<file path="config.mk">
export PLATFORM = sky130hd
export DESIGN_NAME = csr_initiator
export DESIGN_NICKNAME = d
export VERILOG_FILES = /design/src/rtl/csr_initiator.sv
export SDC_FILE = /design/constraint.sdc
export NUM_CORES = 1
export LEC_CHECK = 0
export BUFFER_PORTS_ARGS = -buffer_cell sky130_fd_sc_hd__buf_2
export CORE_ASPECT_RATIO = 0.6
export CORE_UTILIZATION = 30
export CTS_CLUSTER_DIAMETER = 200
export CTS_CLUSTER_SIZE = 10
export DETAILED_ROUTE_END_ITERATION = 6
export GPL_TIMING_DRIVEN = 0
export PLACE_DENSITY = 0.53
export SYNTH_ARGS = -nofsm -noshare
export SYNTH_HDL_FRONTEND = slang
export SYNTH_SLANG_ARGS = --single-unit
</file>
<file path="constraint.sdc">
create_clock -name clk -period 3.1 [get_ports clk]
set_clock_uncertainty 0.1 [all_clocks]
set_input_delay 0.93 -clock clk [delete_from_list [all_inputs] [get_ports clk]]
set_output_delay 0.93 -clock clk [all_outputs]
set_load 0.02 [all_outputs]
</file>
<file path="src/rtl/csr_initiator.sv">
// Single-outstanding CSR bus initiator: takes one read/write command, holds it on
// the CSR bus until wait-request drops (or a programmable timeout expires), then responds.
module csr_initiator #(
    parameter int unsigned TIMEOUT_CYCLES = 64
) (
    input  logic        clk,
    input  logic        reset,
    input  logic        cmd_valid_i,
    output logic        cmd_ready_o,
    input  logic        cmd_write_i,
    input  logic [3:0]  cmd_addr_i,
    input  logic [31:0] cmd_wdata_i,
    input  logic [1:0]  cmd_be_i,
    output logic        rsp_valid_o,
    input  logic        rsp_ready_i,
    output logic [31:0] rsp_rdata_o,
    output logic        rsp_err_o,
    output logic        csr_wr_o,
    output logic        csr_rd_o,
    output logic [3:0]  csr_addr_o,
    output logic [31:0] csr_wr_data_o,
    output logic [1:0]  csr_be_o,
    input  logic        csr_wait_rq_i,
    input  logic [31:0] csr_rd_data_i
);

    typedef enum logic [1:0] {
        IDLE = 2'd0,
        BUS  = 2'd1,
        RESP = 2'd2
    } state_t;

    localparam logic [15:0] TMO_LIMIT = 16'(TIMEOUT_CYCLES);

    state_t      state_q;
    logic [15:0] tmo_cnt_q;
    logic [15:0] tmo_cnt_d;
    logic        tmo_hit;

    logic        cmd_ready_q;
    logic        rsp_valid_q;
    logic [31:0] rsp_rdata_q;
    logic        rsp_err_q;
    logic        csr_wr_q;
    logic        csr_rd_q;
    logic [3:0]  csr_addr_q;
    logic [31:0] csr_wr_data_q;
    logic [1:0]  csr_be_q;

    // Counter value after the current stalled cycle; abort when it reaches the limit.
    assign tmo_cnt_d = tmo_cnt_q + 16'd1;
    assign tmo_hit   = (TMO_LIMIT != 16'd0) && (tmo_cnt_d == TMO_LIMIT);

    always_ff @(posedge clk or negedge reset) begin
        if (!reset) begin
            state_q       <= IDLE;
            tmo_cnt_q     <= 16'd0;
            cmd_ready_q   <= 1'b0;
            rsp_valid_q   <= 1'b0;
            rsp_rdata_q   <= 32'd0;
            rsp_err_q     <= 1'b0;
            csr_wr_q      <= 1'b0;
            csr_rd_q      <= 1'b0;
            csr_addr_q    <= 4'd0;
            csr_wr_data_q <= 32'd0;
            csr_be_q      <= 2'd0;
        end else begin
            case (state_q)
                IDLE: begin
                    if (cmd_ready_q && cmd_valid_i) begin
                        cmd_ready_q   <= 1'b0;
                        csr_addr_q    <= cmd_addr_i;
                        csr_wr_data_q <= cmd_wdata_i;
                        csr_be_q      <= cmd_be_i;
                        tmo_cnt_q     <= 16'd0;
                        if (cmd_addr_i[1:0] != 2'b00) begin
                            // Misaligned: answer with an error, never touch the bus.
                            rsp_valid_q <= 1'b1;
                            rsp_err_q   <= 1'b1;
                            rsp_rdata_q <= 32'd0;
                            state_q     <= RESP;
                        end else begin
                            csr_wr_q <= cmd_write_i;
                            csr_rd_q <= ~cmd_write_i;
                            state_q  <= BUS;
                        end
                    end else begin
                        cmd_ready_q <= 1'b1;
                    end
                end
                BUS: begin
                    if (!csr_wait_rq_i) begin
                        csr_wr_q    <= 1'b0;
                        csr_rd_q    <= 1'b0;
                        rsp_rdata_q <= csr_rd_q ? csr_rd_data_i : 32'd0;
                        rsp_err_q   <= 1'b0;
                        rsp_valid_q <= 1'b1;
                        state_q     <= RESP;
                    end else begin
                        tmo_cnt_q <= tmo_cnt_d;
                        if (tmo_hit) begin
                            csr_wr_q    <= 1'b0;
                            csr_rd_q    <= 1'b0;
                            rsp_rdata_q <= 32'd0;
                            rsp_err_q   <= 1'b1;
                            rsp_valid_q <= 1'b1;
                            state_q     <= RESP;
                        end
                    end
                end
                RESP: begin
                    if (rsp_ready_i) begin
                        rsp_valid_q <= 1'b0;
                        cmd_ready_q <= 1'b1;
                        state_q     <= IDLE;
                    end
                end
                default: begin
                    state_q <= IDLE;
                end
            endcase
        end
    end

    assign cmd_ready_o   = cmd_ready_q;
    assign rsp_valid_o   = rsp_valid_q;
    assign rsp_rdata_o   = rsp_rdata_q;
    assign rsp_err_o     = rsp_err_q;
    assign csr_wr_o      = csr_wr_q;
    assign csr_rd_o      = csr_rd_q;
    assign csr_addr_o    = csr_addr_q;
    assign csr_wr_data_o = csr_wr_data_q;
    assign csr_be_o      = csr_be_q;

endmodule

</file>
## Word level (Yosys, flattened, before mapping)

Cells that the tools add are included.

| storage, ports and cells | value |
|---|---|
| RAM bits | 0 |
| register bits | 93 |
| memories | 0 |
| memory bits (read-only) | 0 |
| latch bits | 0 |
| output and inout bits | 75 |

| operators by class | value |
|---|---|
| $add $sub $neg | 1 |
| multiply operators | 0 |
| shift-type cells | 0 |
| bitwise gates (word level) | 1 |
| muxes and demuxes | 34 |
| divide/modulo/power cells | 0 |
| reduce and logical (&&, ||, !) cells | 13 |
| order comparisons | 0 |
| equality and inequality tests | 9 |

Operator list:

| operator | number |
|---|---|
| 2-to-1 mux 32 bit | 5 |
| case mux 32 bit (2 select lines) | 1 |
| 2-to-1 mux 16 bit | 2 |
| case mux 16 bit (2 select lines) | 1 |
| adder 16 x 1 -> 16 bit (second input constant) | 1 |
| == test 16 x 7 -> 1 bit (second input constant) | 1 |
| 2-to-1 mux 1 bit | 14 |
| 2-to-1 mux 2 bit | 5 |
| inequality test 2 bit (second input constant) | 5 |
| case mux 1 bit (2 select lines) | 4 |
| AND reduction 4 bit | 2 |
| case mux 2 bit (3 select lines) | 1 |
| AND reduction 3 bit | 2 |
| nonzero test 2 bit | 3 |
| AND reduction 5 bit | 1 |
| AND reduction 2 bit | 2 |
| inequality test 3 bit (second input constant) | 1 |
| case mux 1 bit (3 select lines) | 1 |
| nonzero test 3 bit | 1 |
| == test 2 x 1 -> 1 bit (second input constant) | 1 |
| == test 2 bit (second input constant) | 1 |
| zero test 2 bit | 1 |
| logical AND 1 bit | 1 |
| inverter 1 bit | 1 |

## Depth between registers and ports, before layout

Gate-level depths: netlist of the first run.

| depth | value |
|---|---|
| depth in word-level cells | 5 |
| depth in mapped cells | 9 |
| gate-level depth less buffers | 8 |

## Worst setup path after synthesis of the first run

No wires, ideal clock.

| timing path | value |
|---|---|
| kind | register -> register |
| start | register tmo_cnt_q[0] |
| end | register rsp_rdata_q[10], in the netlist rsp_rdata_o[10] |
| cell stages (with the launch flop) | 10 |
| slack | 599 ps |
| path buffers | 1 |
| arrival | 2280 ps |
| data required time | 2879 ps |
| period minus slack after synthesis | 2501 ps |
| path through | dfrtp_1 ha_1 nand2_1 or4_1 and3b_1 nor4_2 and3_4 nor3_4 buf_6 a22o_1 |

| between the ends | value |
|---|---|
| longest elaborated chain between the ends | 4 |

Ends and longest elaborated chain:

| element | RTL line | source |
|---|---|---|
| start: declaration | 36 | `logic [15:0] tmo_cnt_q;` |
| start signal: assignment | 100 | `tmo_cnt_q <= tmo_cnt_d;` |
| adder 16 x 1 -> 16 bit | 51 | `assign tmo_cnt_d = tmo_cnt_q + 16'd1;` |
| == test 16 x 7 -> 1 bit | 52 | `assign tmo_hit = (TMO_LIMIT != 16'd0) && (tmo_cnt_d == TMO_LIMIT);` |
| inequality test 3 bit (no line) | -- |  |
| AND reduction 4 bit (no line) | -- |  |
| end signal: assignment | 95 | `rsp_rdata_q <= csr_rd_q ? csr_rd_data_i : 32'd0;` |
| end: declaration | 42 | `logic [31:0] rsp_rdata_q;` |

No other way between the ends.
A chain may end at the register's enable or synchronous reset.

## Worst setup path after layout of the first run

| timing path | value |
|---|---|
| start | register tmo_cnt_q[0] |
| end | register rsp_rdata_q[26], in the netlist rsp_rdata_o[26] |

The elaborated chain is that of the path after synthesis.

==> results.json, run 1 <==
{
  "grt_setup_unrepaired": "no",
  "ir_worst_vdd_uv": 547,
  "dominant_combinational_cell_family_by_area_after_synthesis": "compound AO/OA/AOI/OAI gates",
  "summed_instance_area_of_the_synthesized_netlist_um2": 3950,
  "drt-vias-per-instance": 4.84,
  "finalWeightedCongestion": 0.775,
  "netSwitchingPower_mw": 1.55,
  "grt_overflow_total": 0,
  "min-delay-path-class": "reg2reg",
  "synth_simple_gate_area_share_pct": 11.0,
  "cts-htree-levels": 3,
  "clkTransAtPathRegs_ns": 0.06,
  "vias": 3173,
  "post-synth-top-area-fraction_pct": 58.9,
  "number_of_antenna_violations_at_the_first_check_in_global_routing": 0,
  "final_nets": 559,
  "cts_made_buffers": 9,
  "fin_worst_hold_slack_ns": 0.394,
  "netlist.top_cell.by_area": "sky130_fd_sc_hd__dfrtp_1",
  "max_slew_margin_pct": 42.7,
  "cts_post_setup_buffers_inserted": 0,
  "final_core_util_pct": 40.8,
  "grt_max_degree": 62,
  "adder_cell_fraction_of_synth_area_pct": 0.633,
  "power.density_cell_area_nw_per_um2": 834,
  "cap_violations": 0,
  "initial_core_util_pct": 30.8,
  "fillerInstances": 1243,
  "drt_drc_violations_left": 0,
  "hpwlAfterDp_um": 7250,
  "timing.final.max_slew_violations": 0,
  "drive_above_1_share_pct": 45.2,
  "async_flop_share_pct": 100,
  "groute.usage.overall_pct": 15.2,
  "finalHoldViolations": 0,
  "setup-violations-final": 0,
  "post_synth_xor_area_fraction_pct": 0,
  "muxShareOfSynthArea_pct": 10.8,
  "synthesis.yosys.warnings": 0,
  "cts.root.buffer_cell": "sky130_fd_sc_hd__clkbuf_16",
  "drt-initial-drc-count": 175,
  "cts_tree": "yes",
  "first_global_vias": 3022,
  "critPathRequiredTime_ns": 3.21,
  "tritoncts_num_sinks": 93,
  "drt_first_pass_iters": 4,
  "synth_compound_gate_area_share_pct": 15.7,
  "path_class": "reg2reg",
  "die_area_um2": 13700,
  "dieWidth_um": 150,
  "dieHeight_um": 90.9,
  "status": "completed",
  "yosysUniqueCellTypes": 41,
  "gate_count_of_the_mapped_netlist": 319,
  "report.power.total_mw": 4.37,
  "detail_route.wl_per_cell_um": 15.1,
  "setup.worst_path.start_class": "flop",
  "std_cell_rows": 32,
  "share_clk_of_total_power_pct": 24.5,
  "finalCritPeriodShare_pct": 91.8,
  "final-seq-area_um2": 2330,
  "clock_latency_ns": 0.33,
  "multiInputGateArea_um2": 1510,
  "postSynth.topFlopCell": "sky130_fd_sc_hd__dfrtp_1",
  "critical_path_arrival_ns": 2.96,
  "layout_setup_ws_ns": 0.255,
  "number_of_buffers_on_the_longest_clock_path": 2,
  "cp_max_fo": 10,
  "worst_pin_slew_ns": 0.853,
  "netSwitchingFraction_pct": 35.6,
  "synth_seq_cells": 93,
  "first_pass_grt_wire_length_um": 15900,
  "drtAntennaViolNets": 0,
  "routed_wl_um": 9890,
  "worst_slack_at_placement_ns": -0.0340,
  "seq_power_share_pct": 40.1,
  "post_synth_main_area_contributors": "sky130_fd_sc_hd__dfrtp_1, sky130_fd_sc_hd__mux2_2, sky130_fd_sc_hd__a22o_1",
  "mostFrequentLayoutCell": "sky130_fd_sc_hd__buf_2",
  "part_of_the_power_in_combinational_logic_pct": 35.4,
  "period_minus_slack_ns": 2.85,
  "cellInternalPower_mw": 2.82,
  "design.portCount": 151,
  "synth_net_count": 397,
  "timing.critical_path.to_type": "flop",
  "port_buffers": 150,
  "clock.fmax_mhz": 351,
  "postCtsHoldBufs": 0,
  "layout.cells.most_common_list": "sky130_fd_sc_hd__buf_2, sky130_fd_sc_hd__dfrtp_1, sky130_fd_sc_hd__mux2_2",
  "synth_enable_flop_cells": 0,
  "antenna_diode_count": 0,
  "design.core.area_um2": 12900,
  "area_delta_synth_final_pct": 32.6,
  "power_leakage_nw": 2.55,
  "synthesis.area_per_instance_um2": 12.4,
  "register_area_share_after_synthesis_pct": 58.9,
  "cts_repair_resize_count": 0
}
critical path, cell delays in order (launching register included):
cell                      delay, ns
sky130_fd_sc_hd__dfrtp_1       0.43
sky130_fd_sc_hd__ha_1          0.26
sky130_fd_sc_hd__nand2_1       0.21
sky130_fd_sc_hd__or4_1         0.51
sky130_fd_sc_hd__and3b_1       0.22
sky130_fd_sc_hd__nor4_2        0.32
sky130_fd_sc_hd__and3_4        0.24
sky130_fd_sc_hd__nor3_4        0.07
sky130_fd_sc_hd__buf_6         0.18
sky130_fd_sc_hd__a22o_1        0.19
logic make-up after synthesis:
kind of cell             after synthesis
AO/OA/AOI/OAI                         88
adder cells (fa/ha/maj)                2
AND/OR/NAND/NOR                       75
buffers and inverters                 23
flip-flops                            93
multiplexers                          38
synth_stat cells, types with 4 or more instances:
master                     number
sky130_fd_sc_hd__dfrtp_1       93
sky130_fd_sc_hd__mux2_2        38
sky130_fd_sc_hd__a22o_1        34
sky130_fd_sc_hd__o21ai_0       27
sky130_fd_sc_hd__nor2_1        17
sky130_fd_sc_hd__nand2_1       13
sky130_fd_sc_hd__clkbuf_1      12
sky130_fd_sc_hd__a21oi_1        8
sky130_fd_sc_hd__nor3_1         7
sky130_fd_sc_hd__o31ai_1        7
sky130_fd_sc_hd__nand3_1        6
sky130_fd_sc_hd__nor4_1         5
sky130_fd_sc_hd__and3_1         4
sky130_fd_sc_hd__inv_1          4
sky130_fd_sc_hd__nand2b_1       4
power groups by stage:
stage	registers [mW]	logic (mW)	clock network, mW
CTS	1.75	1.57	1.12
global placement	1.76	1.54	0
finish	1.75	1.55	1.07
detailed placement	1.76	1.57	0
floorplan	2.17	0.576	0
global route	1.80	1.66	1.17
cell type report:
class,count,area share (%)
buffer,19,1.98
timing repair buffer,151,14.9
clock buffer,10,4.37
sequential,93,44.4
multi-input combinational,203,28.9
tap,170,4.06
clock inverter,5,1.15
inverter,4,0.286
flip-flops by register name (all words and copies together), names as in the netlist:
register       count
csr_wr_data_o     32
rsp_rdata_o       32
tmo_cnt_q         16
csr_addr_o         4
csr_be_o           2
state_q            2
cmd_ready_o        1
csr_rd_o           1
csr_wr_o           1
rsp_err_o          1
rsp_valid_o        1
per-layer routing:
metal  vias up  share of wire [%]  wire length (um)  global-route usage [%]
li1       1519                  -                 -                       -
met1      1532                 48              4750                    21.5
met2       118                 42              4190                    21.1
met3         4                9.1               895                    6.11
met4         0               0.48                47                    4.04
met5         -                  0                 0                       0
path summary, 6_finish.rpt:
path                                             start                       endpoint  slack [ns]  depth (start not counted)
setup / recovery              tmo_cnt_q[0]$_DFFE_PN0P_    rsp_rdata_o[26]$_DFFE_PN0P_        0.25                          9
hold / removal             rsp_rdata_o[23]$_DFFE_PN0P_    rsp_rdata_o[23]$_DFFE_PN0P_        0.39                          1
setup reg to reg              tmo_cnt_q[0]$_DFFE_PN0P_    rsp_rdata_o[26]$_DFFE_PN0P_        0.25                          9
hold reg to reg            rsp_rdata_o[23]$_DFFE_PN0P_    rsp_rdata_o[23]$_DFFE_PN0P_        0.39                          1
max in group asynchronous                        reset    rsp_rdata_o[28]$_DFFE_PN0P_        1.82                          2
min in group asynchronous                        reset  csr_wr_data_o[10]$_DFFE_PN0P_        0.43                          1
metrics by stage:
stage / instances / TNS [ns] / instance area (um^2)
after global routing: 655 / 0 / 5240
after CTS: 655 / 0 / 5240
after global placement: 639 / -0.00912 / 4920
after detailed placement: 640 / -0.148 / 4950
after floorplan: 319 / 0 / 3950
final: 655 / 0 / 5240
(Power assumes the default switching activity.)
==> run 2, diff against run 1 <==
--- a/config.mk
+++ b/config.mk
@@ -7,12 +7,12 @@
 export LEC_CHECK = 0
 export BUFFER_PORTS_ARGS = -buffer_cell sky130_fd_sc_hd__buf_2
 export CORE_ASPECT_RATIO = 0.6
-export CORE_UTILIZATION = 30
+export CORE_UTILIZATION = 49
 export CTS_CLUSTER_DIAMETER = 200
 export CTS_CLUSTER_SIZE = 10
 export DETAILED_ROUTE_END_ITERATION = 6
 export GPL_TIMING_DRIVEN = 0
-export PLACE_DENSITY = 0.53
+export PLACE_DENSITY = 0.8
 export SYNTH_ARGS = -nofsm -noshare
 export SYNTH_HDL_FRONTEND = slang
 export SYNTH_SLANG_ARGS = --single-unit
==> results.json, run 2 (same netlist as run 1, synthesis figures left out) <==
{
  "status": "completed",
  "mostFrequentLayoutCell": "sky130_fd_sc_hd__buf_2",
  "period_minus_slack_ns": 2.91,
  "grt_setup_unrepaired": "no",
  "std_cell_rows": 24,
  "postCtsHoldBufs": 0,
  "final.setup.tns_ns": 0,
  "drt_drc_violations_left": 0,
  "worst_slack_at_placement_ns": 0.0658,
  "dieHeight_um": 71.6,
  "final-instance-count-excl-fill": 590,
  "first_pass_grt_wire_length_um": 15800,
  "worst_pin_slew_ns": 0.840,
  "cts_made_buffers": 9,
  "initial_core_util_pct": 52.5,
  "detail_route.wl_per_cell_um": 16.2,
  "crit_path_frequent_cell": "sky130_fd_sc_hd__nor4_1",
  "setup-violations-final": 0,
  "antenna_diode_count": 0,
  "timing.critical_path.to_type": "flop",
  "drive_above_1_share_pct": 45.1,
  "design.core.area_um2": 7540,
  "number_of_buffers_on_the_longest_clock_path": 2,
  "fin_worst_hold_slack_ns": 0.397,
  "worstSetupStartpoint": "tmo_cnt_q[2]$_DFFE_PN0P_",
  "critical_path_arrival_ns": 3.09,
  "critPathRequiredTime_ns": 3.27,
  "layout.cells.most_common_list": "sky130_fd_sc_hd__buf_2, sky130_fd_sc_hd__dfrtp_1, sky130_fd_sc_hd__mux2_2",
  "drt-initial-drc-count": 220,
  "port_buffers": 150,
  "placed_cells": 574,
  "groute.usage.overall_pct": 24.1,
  "first_global_vias": 3196,
  "die_area_um2": 8440,
  "min-delay-path-class": "reg2reg",
  "cap_violations": 0,
  "power.density_cell_area_nw_per_um2": 841,
  "routed_wl_um": 9580,
  "timing.final.max_slew_violations": 0,
  "cts_post_setup_buffers_inserted": 0,
  "finalCritPeriodShare_pct": 93.9,
  "drt-vias-per-instance": 5.53,
  "timing.critical_path.slowest_cell_delay_ns": 0.66,
  "cts-htree-levels": 3,
  "fillerInstances": 566,
  "setup.worst_path.start_class": "flop",
  "tritoncts_num_sinks": 93,
  "clkTransAtPathRegs_ns": 0.06,
  "finalWeightedCongestion": 0.842,
  "layout_setup_ws_ns": 0.189,
  "area_delta_synth_final_pct": 29.8,
  "path_cells": "nand3_1 -> nor4_1 -> nor4_1 -> a311o_1 -> and3_4 -> nor3_4 -> buf_6 -> a22o_1",
  "critical_path.slowest_cell": "sky130_fd_sc_hd__nor4_1",
  "power_leakage_nw": 2.54,
  "drt_first_pass_iters": 4,
  "cts_tree": "yes",
  "vias": 3260,
  "cts.root.buffer_cell": "sky130_fd_sc_hd__clkbuf_16",
  "ir_worst_vdd_uv": 611,
  "cts_repair_resize_count": 0,
  "grt_overflow_total": 0,
  "hold_path.startpoint": "csr_wr_o$_DFFE_PN0P_",
  "number_of_antenna_violations_at_the_first_check_in_global_routing": 0,
  "design.portCount": 151,
  "clock.fmax_mhz": 344,
  "cp_max_fo": 10,
  "path_class": "reg2reg",
  "clock_latency_ns": 0.34,
  "finalHoldViolations": 0,
  "grt_max_degree": 52,
  "final_core_util_pct": 68.1,
  "r2r-start": "tmo_cnt_q[2]$_DFFE_PN0P_",
  "drtAntennaViolNets": 0,
  "dieWidth_um": 118,
  "max_slew_margin_pct": 43.5,
  "final_nets": 559,
  "hpwlAfterDp_um": 7000
}
==> run 2: layout make-up <==
type | instances | area (um^2) | area share (%)
tap | 104 | 130 | 2.53
timing repair buffer | 151 | 773 | 15.1
clock inverter | 5 | 33.8 | 0.658
clock buffer | 11 | 243 | 4.73
inverter | 4 | 15.0 | 0.292
buffer | 19 | 104 | 2.02
sequential | 93 | 2330 | 45.3
multi-input combinational | 203 | 1510 | 29.4
==> run 2: worst max-delay path, delay by kind of cell (launching register included) <==
family / cells / cell delay (ns)
AND/OR/NAND/NOR: 5 / 1.62
flip-flops: 1 / 0.46
buffers and inverters: 1 / 0.20
AO/OA/AOI/OAI: 2 / 0.47
==> run 2: metrics by stage <==
stage / power (mW) / cell area (um^2)
floorplan: 2.74 / 3950
global placement: 3.26 / 4830
detailed placement: 3.33 / 4860
CTS: 4.36 / 5130
global route: 4.53 / 5130
finish: 4.32 / 5130
==> run 2: where the power goes <==
| group | internal, mW | total, mW | switching, mW | leakage (nW) |
|---|---|---|---|---|
| clock network | 0.565 | 1.02 | 0.453 | 0.132 |
| logic | 0.634 | 1.54 | 0.907 | 1.21 |
| registers | 1.56 | 1.76 | 0.200 | 1.20 |
==> run 2: layer usage <==
layer | track usage, % | part of all wire [%] | vias up
li1 | - | - | 1513
met1 | 32.7 | 44 | 1582
met2 | 36.7 | 46 | 153
met3 | 8.04 | 9.1 | 12
met4 | 8.55 | 1.4 | 0
met5 | 0 | 0 | -
==> run 2: final timing paths <==
kind	end	slack, ns	cells past startpoint
min in group asynchronous	rsp_rdata_o[24]$_DFFE_PN0P_	0.51	1
setup / recovery	rsp_rdata_o[26]$_DFFE_PN0P_	0.19	8
setup reg to reg	rsp_rdata_o[26]$_DFFE_PN0P_	0.19	8
max in group asynchronous	csr_addr_o[2]$_DFFE_PN0P_	1.75	2
hold reg to reg	csr_wr_o$_DFFE_PN0P_	0.40	1
hold / removal	csr_wr_o$_DFFE_PN0P_	0.40	1
==> run 3, diff against run 2 <==
--- a/config.mk
+++ b/config.mk
@@ -7,12 +7,13 @@
 export LEC_CHECK = 0
 export BUFFER_PORTS_ARGS = -buffer_cell sky130_fd_sc_hd__buf_2
 export CORE_ASPECT_RATIO = 0.6
-export CORE_UTILIZATION = 49
+export CORE_MARGIN = 2
+export CORE_UTILIZATION = 44
 export CTS_CLUSTER_DIAMETER = 200
 export CTS_CLUSTER_SIZE = 10
 export DETAILED_ROUTE_END_ITERATION = 6
 export GPL_TIMING_DRIVEN = 0
-export PLACE_DENSITY = 0.8
+export PLACE_DENSITY = 0.76
 export SYNTH_ARGS = -nofsm -noshare
 export SYNTH_HDL_FRONTEND = slang
 export SYNTH_SLANG_ARGS = --single-unit
==> constraint.sdc (replaced) <==
create_clock -name clk -period 2.4 [get_ports clk]
set_clock_uncertainty 0.1 [all_clocks]
set_input_delay 0.72 -clock clk [delete_from_list [all_inputs] [get_ports clk]]
set_output_delay 0.72 -clock clk [all_outputs]
set_load 0.02 [all_outputs]
==> results.json, run 3 (same netlist as run 1, synthesis figures left out) <==
{
  "grt_setup_unrepaired": "yes",
  "finalHoldViolations": 0,
  "worst_pin_slew_ns": 0.554,
  "ir_worst_vdd_uv": 853,
  "antenna_diode_count": 0,
  "port_buffers": 150,
  "first_pass_grt_wire_length_um": 17000,
  "r2r_end": "rsp_rdata_o[23]$_DFFE_PN0P_",
  "clock_latency_ns": 0.34,
  "drt_drc_violations_left": 0,
  "vias": 3371,
  "initial_core_util_pct": 45.9,
  "finalWeightedCongestion": 0.869,
  "r2r-start": "tmo_cnt_q[1]$_DFFE_PN0P_",
  "period_minus_slack_ns": 2.56,
  "hpwlAfterDp_um": 7090,
  "cap_violations": 0,
  "critPathRequiredTime_ns": 2.52,
  "setup-violations-final": 36,
  "area_delta_synth_final_pct": 38.9,
  "path_class": "reg2reg",
  "dieHeight_um": 77.4,
  "fin_worst_hold_slack_ns": 0.165,
  "dieWidth_um": 126,
  "max_slew_margin_pct": 62.9,
  "grt_max_degree": 73,
  "clkTransAtPathRegs_ns": 0.06,
  "power_leakage_nw": 2.75,
  "detail_route.wl_per_cell_um": 16.6,
  "timing.final.max_slew_violations": 0,
  "failed_checks": "negative setup slack",
  "worst_slack_at_placement_ns": -0.445,
  "drtAntennaViolNets": 0,
  "number_of_buffers_on_the_longest_clock_path": 2,
  "worst-r2r-cell-count": 9,
  "setup.worst_path.start_class": "flop",
  "grt_overflow_total": 0,
  "routed_wl_um": 10400,
  "ff2ff_setup_slack_ns": -0.16,
  "design.portCount": 151,
  "timing.critical_path.to_type": "flop",
  "clock.fmax_mhz": 390,
  "layout_setup_ws_ns": -0.163,
  "drt-vias-per-instance": 5.40,
  "final_nets": 586,
  "status": "complete, but fails checks",
  "cts_tree": "yes",
  "tritoncts_num_sinks": 93,
  "std_cell_rows": 26,
  "drive_above_1_share_pct": 50.8,
  "critical_path_arrival_ns": 2.68,
  "groute.usage.overall_pct": 21.9,
  "finalCritPeriodShare_pct": 107,
  "cts-htree-levels": 3,
  "number_of_antenna_violations_at_the_first_check_in_global_routing": 0,
  "first_global_vias": 3421,
  "postCtsHoldBufs": 0,
  "cts_made_buffers": 9,
  "mostFrequentLayoutCell": "sky130_fd_sc_hd__buf_2",
  "layout.cells.most_common_list": "sky130_fd_sc_hd__buf_2, sky130_fd_sc_hd__dfrtp_1, sky130_fd_sc_hd__mux2_2",
  "final.setup.tns_ns": -4.83,
  "drt_first_pass_iters": 5,
  "die_area_um2": 9780,
  "min-delay-path-class": "in2async",
  "design.core.area_um2": 8620,
  "drt-initial-drc-count": 249,
  "cp_max_fo": 8,
  "cts.root.buffer_cell": "sky130_fd_sc_hd__clkbuf_16",
  "power.density_cell_area_nw_per_um2": 1050
}
==> run 3: worst max path at each step <==
| stage | startpoint | endpoint | slack, ns | cells past startpoint |
|---|---|---|---|---|
| after floorplan | tmo_cnt_q[0]$_DFFE_PN0P_ | rsp_rdata_o[10]$_DFFE_PN0P_ | 0.0001 | 8 |
| after global placement | cmd_valid_i | tmo_cnt_q[3]$_DFFE_PN0P_ | -0.35 | 7 |
| after detailed placement | cmd_valid_i | tmo_cnt_q[5]$_DFFE_PN0P_ | -0.44 | 7 |
| after CTS | tmo_cnt_q[10]$_DFFE_PN0P_ | rsp_rdata_o[30]$_DFFE_PN0P_ | -0.16 | 8 |
| after global routing | tmo_cnt_q[6]$_DFFE_PN0P_ | rsp_rdata_o[23]$_DFFE_PN0P_ | -0.25 | 8 |
| final | tmo_cnt_q[1]$_DFFE_PN0P_ | rsp_rdata_o[23]$_DFFE_PN0P_ | -0.16 | 9 |
==> run 3: through the flow <==
stage | util (%) | power [mW] | area [um^2] | cells
6_report | 63.7 | 5.79 | 5490 | 624
3_3_place_gp | 56.4 | 4.23 | 4860 | 581
3_5_place_dp | 56.7 | 4.31 | 4890 | 582
5_1_grt | 63.7 | 6.10 | 5490 | 624
2_1_floorplan | - | 3.55 | 3970 | 319
4_1_cts | 63.1 | 5.82 | 5440 | 619
==> run 3: metal layers <==
layer	wire, um	track usage [%]
met1	4440	28.3
met2	4730	33.5
met3	1110	9.52
met4	99	6.48
met5	0	0
==> run 3: critical path, cell delays in order (launching register included) <==
cell,delay [ns]
sky130_fd_sc_hd__dfrtp_2,0.44
sky130_fd_sc_hd__buf_6,0.13
sky130_fd_sc_hd__nand3_4,0.13
sky130_fd_sc_hd__or3_4,0.40
sky130_fd_sc_hd__a22o_1,0.25
sky130_fd_sc_hd__nor4_2,0.32
sky130_fd_sc_hd__and3_4,0.24
sky130_fd_sc_hd__nor3_4,0.07
sky130_fd_sc_hd__buf_6,0.17
sky130_fd_sc_hd__a22o_1,0.19
==> run 3: area by class of cell <==
cell class / instances / area (um^2)
flip-flops and latches: 93 / 2330
well taps: 112 / 140
fillers: 650 / 3130
clock inverters: 5 / 58.8
multi-input cells: 203 / 1580
clock buffers: 10 / 239
repair buffers: 178 / 998
inverters: 4 / 15.0
plain buffers: 19 / 124
==> run 3: timing repair <==
item	4_1_cts	5_1_grt
gates cloned	1	0
gates resized for setup	22	5
buffers inserted	21	6
pin swaps	7	6
endpoints found under the hold margin	0	0
endpoints found under the setup margin	46	86
==> run 3: where the power goes <==
part,total [mW],switching [mW],leakage [nW],internal (mW)
registers,2.28,0.263,1.19,2.02
clock network,1.42,0.591,0.141,0.831
logic,2.09,1.21,1.42,0.885
total,5.79,2.06,2.75,3.73
